**src/rtl/inta_sequencer_pkg.sv**
```systemverilog
// pic_pkg: shared FSM state type, spurious level and lowest-set-bit helper for the PIC acknowledge path
package pic_pkg;
  localparam int NUM_IR = 8;
  localparam logic [2:0] SPURIOUS_LEVEL = 3'd7;
  typedef enum logic [1:0] {IDLE, PULSE1, WAIT2, PULSE2} state_t;
  // Returns {found, index}; index is the lowest set bit, which is the highest priority level.
  function automatic logic [3:0] lowest_set(input logic [NUM_IR-1:0] v);
    lowest_set = 4'b0;
    for (int i = NUM_IR - 1; i >= 0; i--)
      if (v[i]) lowest_set = {1'b1, 3'(i)};
  endfunction
endpackage

```
**src/rtl/inta_sequencer_resolver.sv**
```systemverilog
// pic_priority_resolver: fixed-priority (IR0 highest) resolution of pending vs in-service levels
// Ports: irr/imr/isr in; cand/cand_valid = best unmasked request, svc/svc_valid = level in service,
// qualify = cand may interrupt (nothing in service or cand strictly higher priority).
module pic_priority_resolver
  import pic_pkg::*;
(
  input  logic [NUM_IR-1:0] irr,
  input  logic [NUM_IR-1:0] imr,
  input  logic [NUM_IR-1:0] isr,
  output logic [2:0]        cand,
  output logic              cand_valid,
  output logic [2:0]        svc,
  output logic              svc_valid,
  output logic              qualify
);
  logic [NUM_IR-1:0] pend;
  assign pend = irr & ~imr;
  assign {cand_valid, cand} = lowest_set(pend);
  assign {svc_valid, svc} = lowest_set(isr);
  assign qualify = cand_valid && (!svc_valid || cand < svc);
endmodule

```
**src/rtl/inta_sequencer.sv**
```systemverilog
// inta_sequencer: raises the CPU interrupt, runs the two-pulse INTA sequence, owns ISR and the vector
// Ports: clk, reset_n (async, active low); irr/imr requests and mask; inta_n CPU acknowledge;
// aeoi auto-EOI enable; t_base vector high bits; eoi_valid/eoi_specific/eoi_level EOI command;
// int_req interrupt to CPU; highest_priority/current_pulse feed the IRR clear logic;
// isr in-service register; vector/vector_oe interrupt type and its drive enable.
module inta_sequencer
  import pic_pkg::*;
(
  input  logic              clk,
  input  logic              reset_n,
  input  logic [NUM_IR-1:0] irr,
  input  logic [NUM_IR-1:0] imr,
  input  logic              inta_n,
  input  logic              aeoi,
  input  logic [4:0]        t_base,
  input  logic              eoi_valid,
  input  logic              eoi_specific,
  input  logic [2:0]        eoi_level,
  output logic              int_req,
  output logic [2:0]        highest_priority,
  output logic              current_pulse,
  output logic [NUM_IR-1:0] isr,
  output logic [7:0]        vector,
  output logic              vector_oe
);
  state_t state, state_n;
  logic inta_q, fall, rise, spurious, spurious_n, int_n, cp_n, voe_n;
  logic cand_valid, svc_valid, qualify;
  logic [2:0] cand, svc, hp_n;
  logic [NUM_IR-1:0] isr_set, aeoi_clr, eoi_clr, isr_n;
  pic_priority_resolver u_resolver (
    .irr        (irr),
    .imr        (imr),
    .isr        (isr),
    .cand       (cand),
    .cand_valid (cand_valid),
    .svc        (svc),
    .svc_valid  (svc_valid),
    .qualify    (qualify)
  );
  assign fall = inta_q & ~inta_n;
  assign rise = ~inta_q & inta_n;
  assign vector = {t_base, highest_priority};
  always_ff @(posedge clk or negedge reset_n)
    if (!reset_n) begin
      state            <= IDLE;
      inta_q           <= 1'b1;
      int_req          <= 1'b0;
      highest_priority <= '0;
      current_pulse    <= 1'b0;
      isr              <= '0;
      vector_oe        <= 1'b0;
      spurious         <= 1'b0;
    end else begin
      state            <= state_n;
      inta_q           <= inta_n;
      int_req          <= int_n;
      highest_priority <= hp_n;
      current_pulse    <= cp_n;
      isr              <= isr_n;
      vector_oe        <= voe_n;
      spurious         <= spurious_n;
    end
  always_comb begin
    state_n    = state;
    hp_n       = highest_priority;
    cp_n       = current_pulse;
    voe_n      = vector_oe;
    spurious_n = spurious;
    isr_set    = '0;
    aeoi_clr   = '0;
    int_n      = (state == IDLE) && qualify;
    case (state)
      IDLE: if (fall) begin
        state_n    = PULSE1;
        cp_n       = 1'b1;
        int_n      = 1'b0;
        spurious_n = !qualify;
        hp_n       = qualify ? cand : SPURIOUS_LEVEL;
        isr_set    = qualify ? NUM_IR'(1) << cand : '0;
      end
      PULSE1: if (rise) state_n = WAIT2;
      WAIT2: if (fall) begin
        state_n = PULSE2;
        cp_n    = 1'b0;
        voe_n   = 1'b1;
      end
      PULSE2: if (rise) begin
        state_n  = IDLE;
        voe_n    = 1'b0;
        aeoi_clr = (aeoi && !spurious) ? NUM_IR'(1) << highest_priority : '0;
      end
      default: state_n = IDLE;
    endcase
    // EOI acts on the ISR as registered; an acknowledge set in the same cycle wins.
    eoi_clr = !eoi_valid ? '0 : eoi_specific ? NUM_IR'(1) << eoi_level : svc_valid ? NUM_IR'(1) << svc : '0;
    isr_n   = (isr & ~(eoi_clr | aeoi_clr)) | isr_set;
  end
endmodule

```
**config.mk**
```make
export PLATFORM = sky130hd
export DESIGN_NAME = inta_sequencer
export DESIGN_NICKNAME = d
export VERILOG_FILES = /design/src/rtl/inta_sequencer_pkg.sv /design/src/rtl/inta_sequencer_resolver.sv /design/src/rtl/inta_sequencer.sv
export SDC_FILE = /design/constraint.sdc
export NUM_CORES = 1
export LEC_CHECK = 0
export CORE_MARGIN = 10
export CORE_UTILIZATION = 48
export DETAILED_ROUTE_END_ITERATION = 8
export PLACE_DENSITY = 0.85
export SETUP_SLACK_MARGIN = 0.15
export SLEW_MARGIN = 20
export SYNTH_ARGS = -nofsm -noshare
export SYNTH_HDL_FRONTEND = slang
export SYNTH_SLANG_ARGS = --single-unit
```
**constraint.sdc**
```tcl
create_clock -name clk -period 4.4 [get_ports clk]
set_input_delay 0.44 -clock clk [delete_from_list [all_inputs] [get_ports clk]]
set_output_delay 0.44 -clock clk [all_outputs]
set_load 0.01 [all_outputs]
```
==> results of run 1 <==
[routing by layer]
layer | track usage [%] | vias to the layer above | share of wire (%)
met5 | 0 | - | 0
met4 | 6.72 | 0 | 1.3
met3 | 3.94 | 7 | 7.7
met2 | 28.8 | 65 | 51
met1 | 16.9 | 723 | 39
li1 | - | 737 | -
[flip-flops by register name, indices dropped and copies added (netlist names)]
| name | count |
|---|---|
| isr | 8 |
| highest_priority | 3 |
| state | 2 |
| current_pulse | 1 |
| int_req | 1 |
| inta_q | 1 |
| spurious | 1 |
| vector_oe | 1 |
[cell type report]
| type | instances | share of cell area, % |
|---|---|---|
| clock buffers | 4 | 1.95 |
| inverters | 8 | 1.62 |
| multi-input cells | 146 | 47.9 |
| flip-flops and latches | 18 | 24.3 |
| well taps | 31 | 2.09 |
| repair buffers | 41 | 22.1 |
[per-stage QoR]
stage / area [um^2] / hold slack [ns] / worst slack [ns] / utilization, % / power, mW
finish: 1860 / 0.519 / 1.59 / 66.2 / 1.13
global route: 1860 / 0.546 / 1.46 / 66.2 / 1.21
CTS: 1860 / 0.523 / 1.61 / 66.2 / 1.13
detailed placement: 1820 / 0.491 / 1.58 / 64.9 / 1.02
global placement: 1820 / 0.478 / 1.69 / 64.9 / 0.984
floorplan: 1440 / 0.144 / 1.87 / - / 0.765
[final timing paths]
kind                                start                  end  slack [ns]  cells after the start
worst max-delay path               isr[0]              int_req        1.59                      8
worst min-delay path            vector_oe            vector_oe        0.52                      2
worst max register to register     isr[0]              int_req        1.59                      8
worst min register to register  vector_oe            vector_oe        0.52                      2
max in group asynchronous         reset_n               isr[7]        3.31                      1
min in group asynchronous         reset_n  highest_priority[0]        0.59                      1
[critical path, delay by kind of cell (launching register included)]
family | cells | cell delay (ns)
compound gates | 3 | 0.89
fa+ha+maj | 1 | 0.29
simple gates | 3 | 0.95
flops | 1 | 0.49
buf+inv | 1 | 0.09
[synth_stat cells, types with 2 or more instances]
| library cell | count | share of area, % |
|---|---|---|
| buf_4 | 8 | 4.2 |
| nor2_1 | 24 | 6.3 |
| o221ai_1 | 3 | 1.8 |
| o31ai_1 | 6 | 3.1 |
| nor3b_1 | 2 | 1.0 |
| inv_1 | 8 | 2.1 |
| nand2b_1 | 12 | 5.2 |
| o211ai_1 | 3 | 1.6 |
| o21ai_1 | 2 | 0.70 |
| ha_1 | 5 | 4.4 |
| or3_1 | 5 | 2.2 |
| dfrtp_1 | 17 | 30 |
| nand3b_1 | 2 | 1.0 |
| nor2b_1 | 4 | 1.7 |
| nand4_1 | 2 | 0.87 |
| o21ai_0 | 9 | 3.1 |
| nand2_1 | 16 | 4.2 |
| nand3_1 | 4 | 1.4 |
| a21oi_1 | 11 | 3.8 |
| and2_1 | 2 | 0.87 |
| a221oi_1 | 2 | 1.2 |
| nor3_1 | 5 | 1.7 |
| o22ai_1 | 6 | 2.6 |
[power by group through the flow]
stage	clock network (mW)	logic, mW	registers (mW)
floorplan	0	0.459	0.306
global placement	0	0.683	0.302
detailed placement	0	0.715	0.306
CTS	0.103	0.721	0.303
global route	0.107	0.790	0.317
finish	0.103	0.722	0.305
[cells by family after synthesis]
family	count (synthesis)
compound gates	55
fa+ha+maj	5
buf+inv	17
flops	18
simple gates	86
==> results.py, run 1 <==
metrics = {
    "status": {
        "outcome": "finished, final reports clean",
    },
    "global_routing": {
        "grt_pass1_vias": 1571,
        "grt_max_degree": 19,
        "grt_pass1_wl_mm": 7.13,
        "track_usage_pct": 15.8,
        "antenna_found_initial": 0,
        "grt_overflow": 0,
    },
    "synthesis": {
        "synth-simple-area-share_pct": 31.3,
        "syn_nets": 216,
        "synth_top_family_by_area": "simple AND/OR/NAND/NOR gates",
        "synthFlopType": "dfrtp_1",
        "synth_edf_count": 0,
        "syn_area_per_cell_um2": 7.94,
        "ys_ff_latch": 18,
        "synthCells": 181,
        "synth_fa_ha_area_share_pct": 4.36,
        "synth_xor_area_share_pct": 0,
        "synth.yosys.warnings": 0,
        "yosysSeqAreaShare_pct": 31.4,
        "synth.cell_area_um2": 1440,
        "synth-compound-area-share_pct": 26.4,
        "yosysUniqueCellTypes": 46,
        "ys_async_sr_fraction_pct": 100,
        "synth_mux_area_share_pct": 0,
    },
    "timing": {
        "finalSetupTns_ns": 0,
        "rsz0062_at_grt": "no",
        "fin_crit_ns": 2.81,
        "max_freq_mhz": 356,
        "setup_viol": 0,
        "worst_pin_slew_ns": 0.832,
        "finalClockSkew_ns": 0.00488,
        "relSlewSlack_pct": 44.1,
        "final-hold-violation-count": 0,
        "timing.final.crit_share_pct": 63.8,
        "final_max_slew_viol_count": 0,
    },
    "clock_network": {
        "holdBufCountCts": 0,
        "h-tree-depth": 1,
        "cts_root_buffer": "clkbuf_4",
        "cts_tree": "done",
        "post_cts_resized": 0,
        "clock_sinks": 18,
        "insertion_delay_ns": 0.29,
        "clkTransAtPathRegs_ns": 0.11,
        "cts_setup_buffers": 0,
        "cts_buffers": 3,
        "cts.path.max_buffers": 2,
    },
    "setup_path": {
        "worstPathArrival_ns": 3.00,
        "cp.required_ns": 4.59,
        "crit_slowest_cell": "or4_4",
        "start_kind": "flip-flop",
        "crit_path_max_incr_delay_ns": 0.58,
        "worst-path-max-fanout": 8,
        "path_cells": "or4_4 > a21oi_1 > inv_1 > ha_1 > nor2_1 > a2111oi_2 > and2b_2 > o2111a_1",
        "crit_path_end_kind": "flip-flop",
        "critPathKind": "reg -> reg",
    },
    "pwr": {
        "p_int_mw": 0.614,
        "sequentialPowerShare_pct": 27.0,
        "pwr-share-comb_pct": 63.9,
        "powerDensity_nw_per_um2": 608,
        "vdd.ir_drop.worst_v": 0.000333,
        "clkPwrFrac_pct": 9.1,
        "p_switching_mw": 0.517,
        "leakage_nw": 0.726,
        "switching_share_pct": 45.7,
    },
    "drt": {
        "drt_iter0_markers": 148,
        "post_drt_wl_per_cell_um": 17.7,
        "totalWireLength_mm": 4.39,
        "drtPass1Iterations": 4,
        "drt.antenna.violating_nets": 0,
        "post-route-drc-count": 0,
        "via_per_inst": 6.18,
        "num_vias": 1532,
    },
    "worst_hold_path": {
        "worstHoldPathType": "reg -> reg",
    },
    "final_layout": {
        "finalNonFillerCells": 248,
        "syn_to_final_growth_pct": 29.4,
        "nets": 253,
        "multiInputGateArea_um2": 891,
        "drive_gt1_share_pct": 5.07,
        "seqCellArea_um2": 452,
        "final_common_cell": "clkdlybuf4s50_1",
        "final_cell_mix": "41 x clkdlybuf4s50_1, 24 x nor2_1, 17 x dfrtp_1",
        "nFillCells": 252,
        "n_antenna_cell": 0,
    },
    "floorplanning": {
        "core_um2": 2810,
        "die-area_um2": 5580,
        "dieHeight_um": 74.7,
        "fp.dieW_um": 74.7,
        "io_pins": 52,
        "rows": 19,
        "initial_core_util_pct": 51.2,
    },
    "place": {
        "dp_hpwl_mm": 3.56,
        "dpl.cell_count": 244,
        "gp_congestion": 0.860,
        "io_buffers": 41,
    },
    "job": {
        "max_cap_violations": 0,
    },
}
No activity file was read; power rests on OpenSTA's default activity.
==> run 2: changes to the inputs <==
--- a/config.mk
+++ b/config.mk
@@ -6,9 +6,9 @@
 export NUM_CORES = 1
 export LEC_CHECK = 0
 export CORE_MARGIN = 10
-export CORE_UTILIZATION = 48
+export CORE_UTILIZATION = 40
 export DETAILED_ROUTE_END_ITERATION = 8
-export PLACE_DENSITY = 0.85
+export PLACE_DENSITY = 0.76
 export SETUP_SLACK_MARGIN = 0.15
 export SLEW_MARGIN = 20
 export SYNTH_ARGS = -nofsm -noshare
==> constraint.sdc (replaced) <==
create_clock -name clk -period 2.3 [get_ports clk]
set_input_delay 0.23 -clock clk [delete_from_list [all_inputs] [get_ports clk]]
set_output_delay 0.23 -clock clk [all_outputs]
set_load 0.01 [all_outputs]
==> run 2 against run 1 <==
Net effect:
- the run now ends with setup timing left
- largest cell class unchanged
- final cell count is 19% higher
- highest routed layer unchanged
- fmax is 15% higher
- power grew to 2.6 times the previous value
==> results.py, run 2 (synthesis results as in run 1) <==
metrics = {
    "final_layout": {
        "nets": 286,
        "fin_area_um2": 2260,
        "n_antenna_cell": 0,
        "largest_register_ffs": 8,
        "top_regs": "isr x8, highest_priority x3, state x2",
        "final_common_cell": "clkdlybuf4s50_1",
        "syn_to_final_growth_pct": 57.1,
        "drive_gt1_share_pct": 24.0,
        "final_cell_mix": "41 x clkdlybuf4s50_1, 23 x buf_4, 21 x nor2_1",
        "regMostFlops": "isr",
    },
    "clock_network": {
        "clock_sinks": 18,
        "cts_tree": "done",
        "cts.path.max_buffers": 2,
        "clkTransAtPathRegs_ns": 0.10,
        "h-tree-depth": 1,
        "cts_buffers": 3,
        "insertion_delay_ns": 0.29,
        "holdBufCountCts": 0,
        "cts_root_buffer": "clkbuf_4",
    },
    "floorplanning": {
        "die-area_um2": 6390,
        "dieHeight_um": 79.9,
        "initial_core_util_pct": 42.1,
        "io_pins": 52,
        "core_um2": 3420,
        "rows": 21,
        "fp.dieW_um": 79.9,
    },
    "pwr": {
        "powerDensity_nw_per_um2": 1320,
        "vdd.ir_drop.worst_v": 0.000561,
        "p_total_mw": 2.99,
        "leakage_nw": 0.918,
    },
    "timing": {
        "finalClockSkew_ns": 0.00537,
        "finalSetupTns_ns": -0.551,
        "final-hold-violation-count": 0,
        "final_max_slew_viol_count": 0,
        "worst_slack_ns": -0.148,
        "timing.final.crit_share_pct": 106,
        "max_freq_mhz": 409,
        "rsz0062_at_grt": "yes",
        "relSlewSlack_pct": 67.7,
        "worst_pin_slew_ns": 0.483,
        "setup_viol": 10,
        "fin_crit_ns": 2.45,
    },
    "worst_hold_path": {
        "worstHoldPathType": "in -> async",
    },
    "place": {
        "dp_slack_ns": -0.200,
        "place_area_um2": 2000,
        "dp_hpwl_mm": 3.43,
        "gp_congestion": 0.917,
        "io_buffers": 41,
    },
    "status": {
        "outcome": "finished with violations",
        "violations": "setup timing",
    },
    "drt": {
        "num_vias": 1619,
        "post_drt_wl_per_cell_um": 15.2,
        "drt.antenna.violating_nets": 0,
        "drt_iter0_markers": 188,
        "post-route-drc-count": 0,
        "via_per_inst": 5.47,
        "totalWireLength_mm": 4.51,
        "drtPass1Iterations": 4,
    },
    "global_routing": {
        "grt_pass1_wl_mm": 7.42,
        "grt_pass1_vias": 1622,
        "grt_max_degree": 19,
        "antenna_found_initial": 0,
        "grt_overflow": 0,
        "track_usage_pct": 13.9,
    },
    "setup_path": {
        "critPathKind": "reg -> reg",
        "worst-path-max-fanout": 2,
        "start_kind": "flip-flop",
        "worstPathArrival_ns": 2.63,
        "cp.required_ns": 2.48,
        "crit_path_end_kind": "flip-flop",
    },
    "job": {
        "max_cap_violations": 0,
    },
}
-- run 2: cell count changes in the layout (fill, tap and decap cells not counted), sizes merged --
cell | before | now
buf | 0 | 33
-- run 2: worst max-delay path: stages, from the launching register on --
cell and delay (ns):
dfrtp_2 0.41, or4_4 0.56, a21oi_4 0.16, buf_6 0.12, buf_6 0.08, buf_6 0.08
buf_6 0.08, buf_6 0.08, buf_6 0.08, buf_6 0.08, buf_6 0.08, buf_6 0.08
buf_6 0.08, nand3_2 0.05, o221ai_2 0.19, o22ai_1 0.11
-- run 2: final timing paths --
kind	startpoint	slack, ns	depth (start not counted)	end
worst max-delay path	isr[0]	-0.15	15	isr[6]
max in group asynchronous	reset_n	1.78	2	inta_q
min in group clk	t_base[2]	0.46	0	vector[5]
worst min register to register	vector_oe	0.53	2	vector_oe
worst max register to register	isr[0]	-0.15	15	isr[6]
worst min-delay path	reset_n	0.26	2	isr[5]
-- run 2: area by class of cell --
class                      count  area [um^2]
clock buffer                   4         36.3
timing repair buffer          74          696
tap                           46         57.6
inverter                       8         30.0
fill                         295         1160
sequential                    18          453
multi-input combinational    146          985
-- run 2: report_power, final --
group | internal (mW) | switching, mW | total, mW
registers | 0.431 | 0.123 | 0.554
logic | 1.23 | 1.02 | 2.24
clock network | 0.0964 | 0.0952 | 0.192
total | 1.75 | 1.24 | 2.99
-- run 2: metrics by stage --
| step | cells | hold WS [ns] | utilization, % |
|---|---|---|---|
| finish | 296 | 0.258 | 66.1 |
| global route | 296 | 0.283 | 66.1 |
| CTS | 294 | 0.267 | 64.8 |
| global placement | 280 | 0.460 | 58.6 |
| detailed placement | 280 | 0.460 | 58.6 |
| floorplan | 181 | -0.0656 | - |
-- run 2: routing by layer --
metal	part of all wire, %	wire (um)	global-route usage [%]
met2	48	2180	24.4
met4	1.6	74	1.76
met3	8.1	365	4.50
met5	0	0	0
met1	42	1890	16.4
-- run 2: what timing repair did --
item | 4_1_cts | 5_1_grt
endpoints found under the setup margin | 13 | 13
pin swaps | 12 | 6
hold endpoints to repair | 0 | 0
buffers inserted | 10 | 2
gates resized for setup | 20 | 7
